==> config.mk <==
export PLATFORM = sky130hd
export DESIGN_NAME = regfile_mp
export DESIGN_NICKNAME = d
export VERILOG_FILES = /design/src/rtl/regfile_mp.sv
export SDC_FILE = /design/constraint.sdc
export NUM_CORES = 2
export LEC_CHECK = 0
export CORE_ASPECT_RATIO = 0.5
export CORE_UTILIZATION = 30
export DETAILED_ROUTE_END_ITERATION = 10
export PLACE_DENSITY_LB_ADDON = 0.08
export SYNTH_ARGS = -nofsm -noshare
export SYNTH_HDL_FRONTEND = slang
export SYNTH_SLANG_ARGS = --single-unit
==> constraint.sdc <==
create_clock -name clk -period 3.7 [get_ports clk]
set_input_delay 0.74 -clock clk [delete_from_list [all_inputs] [get_ports clk]]
set_output_delay 0.74 -clock clk [all_outputs]
set_load 0.005 [all_outputs]
==> src/rtl/regfile_mp.sv <==
// ---------------------------------------------------------------------------
// regfile_mp
//   Multi-ported integer register file with a busy-bit scoreboard for the
//   pipelined RV32 core. It has NUM_RD combinational read ports and NUM_WR
//   synchronous write ports. Each read port sees a same-cycle writeback
//   through a bypass path. Register 0 is hard-wired to zero.
//
// Ports
//   clk        in   1            rising-edge clock
//   rst_n      in   1            asynchronous active-low reset
//   rd_addr    in   NUM_RD*AW    read addresses, port i = [i*AW +: AW]
//   rd_data    out  NUM_RD*XLEN  read data, port i = [i*XLEN +: XLEN]
//   rd_busy    out  NUM_RD       addressed register has an outstanding producer
//   wr_en      in   NUM_WR       write enable per write port
//   wr_addr    in   NUM_WR*AW    write addresses
//   wr_data    in   NUM_WR*XLEN  write data
//   alloc_en   in   1            issue stage claims a destination register
//   alloc_addr in   AW           destination register being claimed
// ---------------------------------------------------------------------------
module regfile_mp #(
  parameter int XLEN   = 32,
  parameter int NREGS  = 32,
  parameter int AW     = 5,
  parameter int NUM_RD = 2,
  parameter int NUM_WR = 1
) (
  input  logic                     clk,
  input  logic                     rst_n,
  input  logic [NUM_RD*AW-1:0]     rd_addr,
  output logic [NUM_RD*XLEN-1:0]   rd_data,
  output logic [NUM_RD-1:0]        rd_busy,
  input  logic [NUM_WR-1:0]        wr_en,
  input  logic [NUM_WR*AW-1:0]     wr_addr,
  input  logic [NUM_WR*XLEN-1:0]   wr_data,
  input  logic                     alloc_en,
  input  logic [AW-1:0]            alloc_addr
);

  // Storage and busy bits exist only for registers 1..NREGS-1. Register 0
  // is a constant zero and needs neither.
  logic [XLEN-1:0]  regs   [1:NREGS-1];
  logic [NREGS-1:1] busy;

  // Per-register write decode. The write ports are scanned in ascending
  // order, so when several ports hit the same register the highest index
  // wins. The storage update and the read bypass both use this result, so
  // both follow the same priority. An address with no matching register
  // (0, or >= NREGS) never hits. While reset is asserted, all hits are
  // suppressed, which also disables the bypass.
  logic [NREGS-1:1] wr_hit;
  logic [XLEN-1:0]  wr_val [1:NREGS-1];
  logic [NREGS-1:1] alloc_hit;

  always_comb begin
    wr_hit    = '0;
    alloc_hit = '0;
    for (int r = 1; r < NREGS; r++) begin
      wr_val[r] = '0;
    end
    if (rst_n) begin
      for (int r = 1; r < NREGS; r++) begin
        for (int w = 0; w < NUM_WR; w++) begin
          if (wr_en[w] && (wr_addr[w*AW +: AW] == AW'(r))) begin
            wr_hit[r] = 1'b1;
            wr_val[r] = wr_data[w*XLEN +: XLEN];
          end
        end
        alloc_hit[r] = alloc_en && (alloc_addr == AW'(r));
      end
    end
  end

  // Storage and scoreboard. When an allocation and a writeback hit the
  // same register in one cycle, the allocation takes priority. The
  // writeback belongs to the older producer, and the new producer is
  // still outstanding.
  always_ff @(posedge clk or negedge rst_n) begin
    if (!rst_n) begin
      for (int r = 1; r < NREGS; r++) begin
        regs[r] <= '0;
      end
      busy <= '0;
    end else begin
      for (int r = 1; r < NREGS; r++) begin
        if (wr_hit[r]) begin
          regs[r] <= wr_val[r];
        end
        if (alloc_hit[r]) begin
          busy[r] <= 1'b1;
        end else if (wr_hit[r]) begin
          busy[r] <= 1'b0;
        end
      end
    end
  end

  // Read ports. A writeback in the current cycle forwards its data and
  // also lowers the busy flag on the read side. An allocation in the
  // current cycle is not visible on the read side until the next cycle.
  always_comb begin
    rd_data = '0;
    rd_busy = '0;
    for (int i = 0; i < NUM_RD; i++) begin
      for (int r = 1; r < NREGS; r++) begin
        if (rst_n && (rd_addr[i*AW +: AW] == AW'(r))) begin
          rd_data[i*XLEN +: XLEN] = wr_hit[r] ? wr_val[r] : regs[r];
          rd_busy[i]              = busy[r] && !wr_hit[r];
        end
      end
    end
  end

endmodule

==> impl_metrics.toml <==
[critical_path]
critical-path-top-delay-family = "buffers and inverters"
critPathKind = "input port to output pin"
cp.required_ps = 2960
start_kind = "input port"
cp_max_fo = 3
slowest_stage = "a2111oi_4"
crit_arrival_ps = 4050
cp-end-kind = "output pin"
cp_cell_sequence = "buf_6 -> or3b_4 -> nor2_4 -> buf_12 -> buf_12 -> buf_6 -> mux2_4 -> buf_6 -> a222oi_1 -> nand3_4 -> buf_6 -> a2111oi_4 -> buf_4 -> nor3_2 -> buf_2"
max_stage_delay_ps = 520
critical_path_buf_inv_count = 8
path_common_cell = "buf_6"

[yosys]
ys_types = 90
synth_nets = 5580
synthArstFlopShare_pct = 100.0
yosysSeqAreaShare_pct = 46.84
synth_edf_count = 0
synth_seq_cells = 1023
synth_cells = 5524
syn_avg_cell_area_um2 = 9.895
ys.flop_type = "dfrtp_1"
yosysWarnings = 0
syn-cell-area_mm2 = 0.05466

[timing]
period_share_pct = 129.4
finalSetupTns_ps = -51390
finalSetupViolCount = 66
fin_ws_ps = -1087
max_freq_mhz = 208.9
maxSlewViolCount = 0
min_period_ps = 4787
rsz0062_at_grt = "true"
finalClockSkew_ps = 0
worstMarginPinSlew_ps = 1094
maxSlewHeadroom_pct = 27.07
hold_viol_final = 0

[pwr]
p_total_mw = 34.14
power.leakage_nw = 47.72
powerDensity_mw_per_mm2 = 369.6
peakVddDrop_uv = 416.8

[die]
chipHeight_um = 303.8
coreArea_mm2 = 0.1804
row_count = 110
initial_core_util_pct = 30.29
num_io_pins = 122
die_width_um = 605.7
dieArea_mm2 = 0.1840

[job]
drv_cap = 0

[cells_and_area]
nNetsFinal = 8126
final_cells = 10570
areaGrowthSynthToFinish_pct = 68.98
utilization_pct = 51.19
multi_input_area_mm2 = 0.03114
final-seq-area_mm2 = 0.02560
stdcell_area_mm2 = 0.09236
fillers = 16560
drive_gt1_share_pct = 50.91

[global_routing]
grt_max_degree = 148
grt_pass1_wl_mm = 511.2
grtUsageTotal_pct = 40.17
grt_pass1_vias = 59020
antenna_found_initial = 17
overflow = 0

[drt]
routed_wl_mm = 380.4
routedWlPerCell_um = 35.98
drc = 0
drtIter0Drc = 8082
viasPerCell = 5.782
ant_nets = 0
first_pass_iters = 6
vias = 61140

[hold_path]
hold_path.class = "input port to async pin"

[clocking]
cts_buffers = 109
htreeDepth = 3
clk_latency_ps = 730
clkSlewWorstSetupHoldPaths_ps = 60
root_buffer = "clkbuf_16"
cts_sinks = 1023
cts_tree = "done"
clock_path_buffers = 3

[place]
post_dp_cell_area_mm2 = 0.07795
dp_cells = 10040
place_congestion = 0.9898
place_hpwl_mm = 288.9
portBuffers = 121

[status]
violations = "negative setup slack"
status = "finished, violations left"
-- where the power goes --
| group | switching [mW] | leakage (nW) | total [mW] | internal, mW |
|---|---|---|---|---|
| logic | 4.63 | 32.3 | 8.63 | 4.00 |
| registers | 0.508 | 13.6 | 13.2 | 12.7 |
| clock network | 5.46 | 1.86 | 12.3 | 6.88 |
| total | 10.6 | 47.7 | 34.1 | 23.5 |
-- sequential cells by signal (all words and copies together), names as in the netlist --
name,flops
regs,992
busy,31
-- synthesized netlist by cell type (all sizes together), types with 9 or more instances --
| master | n | share of area, % |
|---|---|---|
| dfrtp | 1023 | 47 |
| inv | 586 | 4.0 |
| mux2i | 578 | 11 |
| nand2 | 408 | 3.0 |
| o22ai | 319 | 3.7 |
| mux2 | 305 | 6.3 |
| o21ai | 290 | 2.7 |
| clkbuf | 289 | 2.0 |
| a21oi | 259 | 2.4 |
| nor2 | 198 | 1.4 |
| buf | 172 | 1.8 |
| a22oi | 120 | 1.6 |
| nand3 | 116 | 1.1 |
| a221oi | 88 | 1.4 |
| a211oi | 55 | 0.76 |
| o221ai | 52 | 0.83 |
| a2111oi | 51 | 0.83 |
| o211ai | 44 | 0.60 |
| a31oi | 40 | 0.46 |
| nor3 | 38 | 0.35 |
| a222oi | 31 | 0.57 |
| a221o | 30 | 0.55 |
| nor4 | 30 | 0.34 |
| a22o | 29 | 0.46 |
| o2bb2ai | 27 | 0.43 |
| nand4 | 26 | 0.31 |
| o2111ai | 26 | 0.42 |
| a21o | 24 | 0.33 |
| or3 | 24 | 0.27 |
| and3 | 23 | 0.26 |
| o22a | 15 | 0.24 |
| nand2b | 14 | 0.16 |
| or4 | 14 | 0.19 |
| a211o | 11 | 0.18 |
| nand4b | 10 | 0.18 |
| nor2b | 9 | 0.10 |
| o21a | 9 | 0.12 |
| o31ai | 9 | 0.12 |
| or2 | 9 | 0.10 |
-- through the flow --
step                      hold slack, ps  setup WS [ps]
after floorplan                    444.4         -46.89
after global placement             474.0          -3301
after detailed placement           484.9          -3262
after CTS                          111.1         -989.4
after global routing               121.1          -1103
final                              153.0          -1087
-- final timing paths --
path                               end   startpoint  slack [ps]  cells after the start
setup / recovery           rd_data[29]   wr_addr[4]       -1090                     15
hold / removal               regs[580]        rst_n         150                      3
setup reg to reg             regs[590]    regs[590]        2470                      3
hold reg to reg              regs[692]    regs[692]         500                      2
max in group asynchronous    regs[193]        rst_n        1490                      5
min in group clk             regs[991]  wr_data[31]         360                      2
-- cell type report --
class / instances / area share (%)
Multi-Input combinational cell: 3456 / 33.72
Timing Repair Buffer: 2894 / 28.82
Sequential cell: 1023 / 27.72
Clock buffer: 154 / 3.445
Tap cell: 2408 / 3.262
Inverter: 586 / 2.382
Clock inverter: 44 / 0.6353
Antenna cell: 8 / 0.02167
-- tightest hold or removal path, cell delays in order --
cell and delay (ps):
buf_16 170, buf_4 150, buf_6 180
-- routing by layer --
metal	part of all wire, %	vias up	GRT usage, %
met3	12	569	12.42
met2	38	3430	52.71
li1	-	25290	-
met4	3.0	8	10.14
met1	47	31840	62.12
met5	0.081	-	1.034
-- cells in the final DEF, fill, tap and decap left out, types with 29 or more instances in the layout --
| cell type | count |
|---|---|
| nand3_1 | 95 |
| nand2_2 | 31 |
| nor2_1 | 130 |
| nand2_1 | 337 |
| mux2i_2 | 61 |
| mux2_4 | 70 |
| o221ai_1 | 36 |
| mux2_2 | 234 |
| a22oi_1 | 96 |
| a21oi_2 | 34 |
| nor2_4 | 29 |
| o22ai_1 | 275 |
| inv_1 | 578 |
| o21ai_2 | 37 |
| mux2i_4 | 72 |
| o21ai_1 | 32 |
| a21oi_1 | 200 |
| buf_8 | 53 |
| buf_6 | 265 |
| buf_2 | 74 |
| mux2i_1 | 445 |
| dfrtp_1 | 1023 |
| clkbuf_16 | 116 |
| o22ai_2 | 35 |
| a221oi_1 | 50 |
| a211oi_1 | 32 |
| o211ai_1 | 44 |
| buf_12 | 265 |
| a222oi_1 | 31 |
| buf_4 | 2193 |
| o21ai_0 | 195 |
| a221o_1 | 29 |
| a221oi_2 | 30 |
| nor2_2 | 39 |
| a2111oi_4 | 31 |
-- timing repair --
action,in CTS,in global routing
setup buffers,254,125
gates resized for setup,1577,431
hold buffers,1,0
pin swaps,360,267
endpoints found under the hold margin,11,0
cloned,10,4
endpoints found under the setup margin,66,66
-- cells by family (layout without fill, tap and decap cells) --
logic type,Yosys count,count (layout),share of synthesized area (%)
simple gates,988,990,8.939
other cells,0,8,0
flops,1023,1023,46.84
buf+inv,1047,3678,7.794
compound gates,1580,1580,19.49
mux,883,883,16.89
xor+xnor,3,3,0.04808
(Power assumes the default switching activity.)
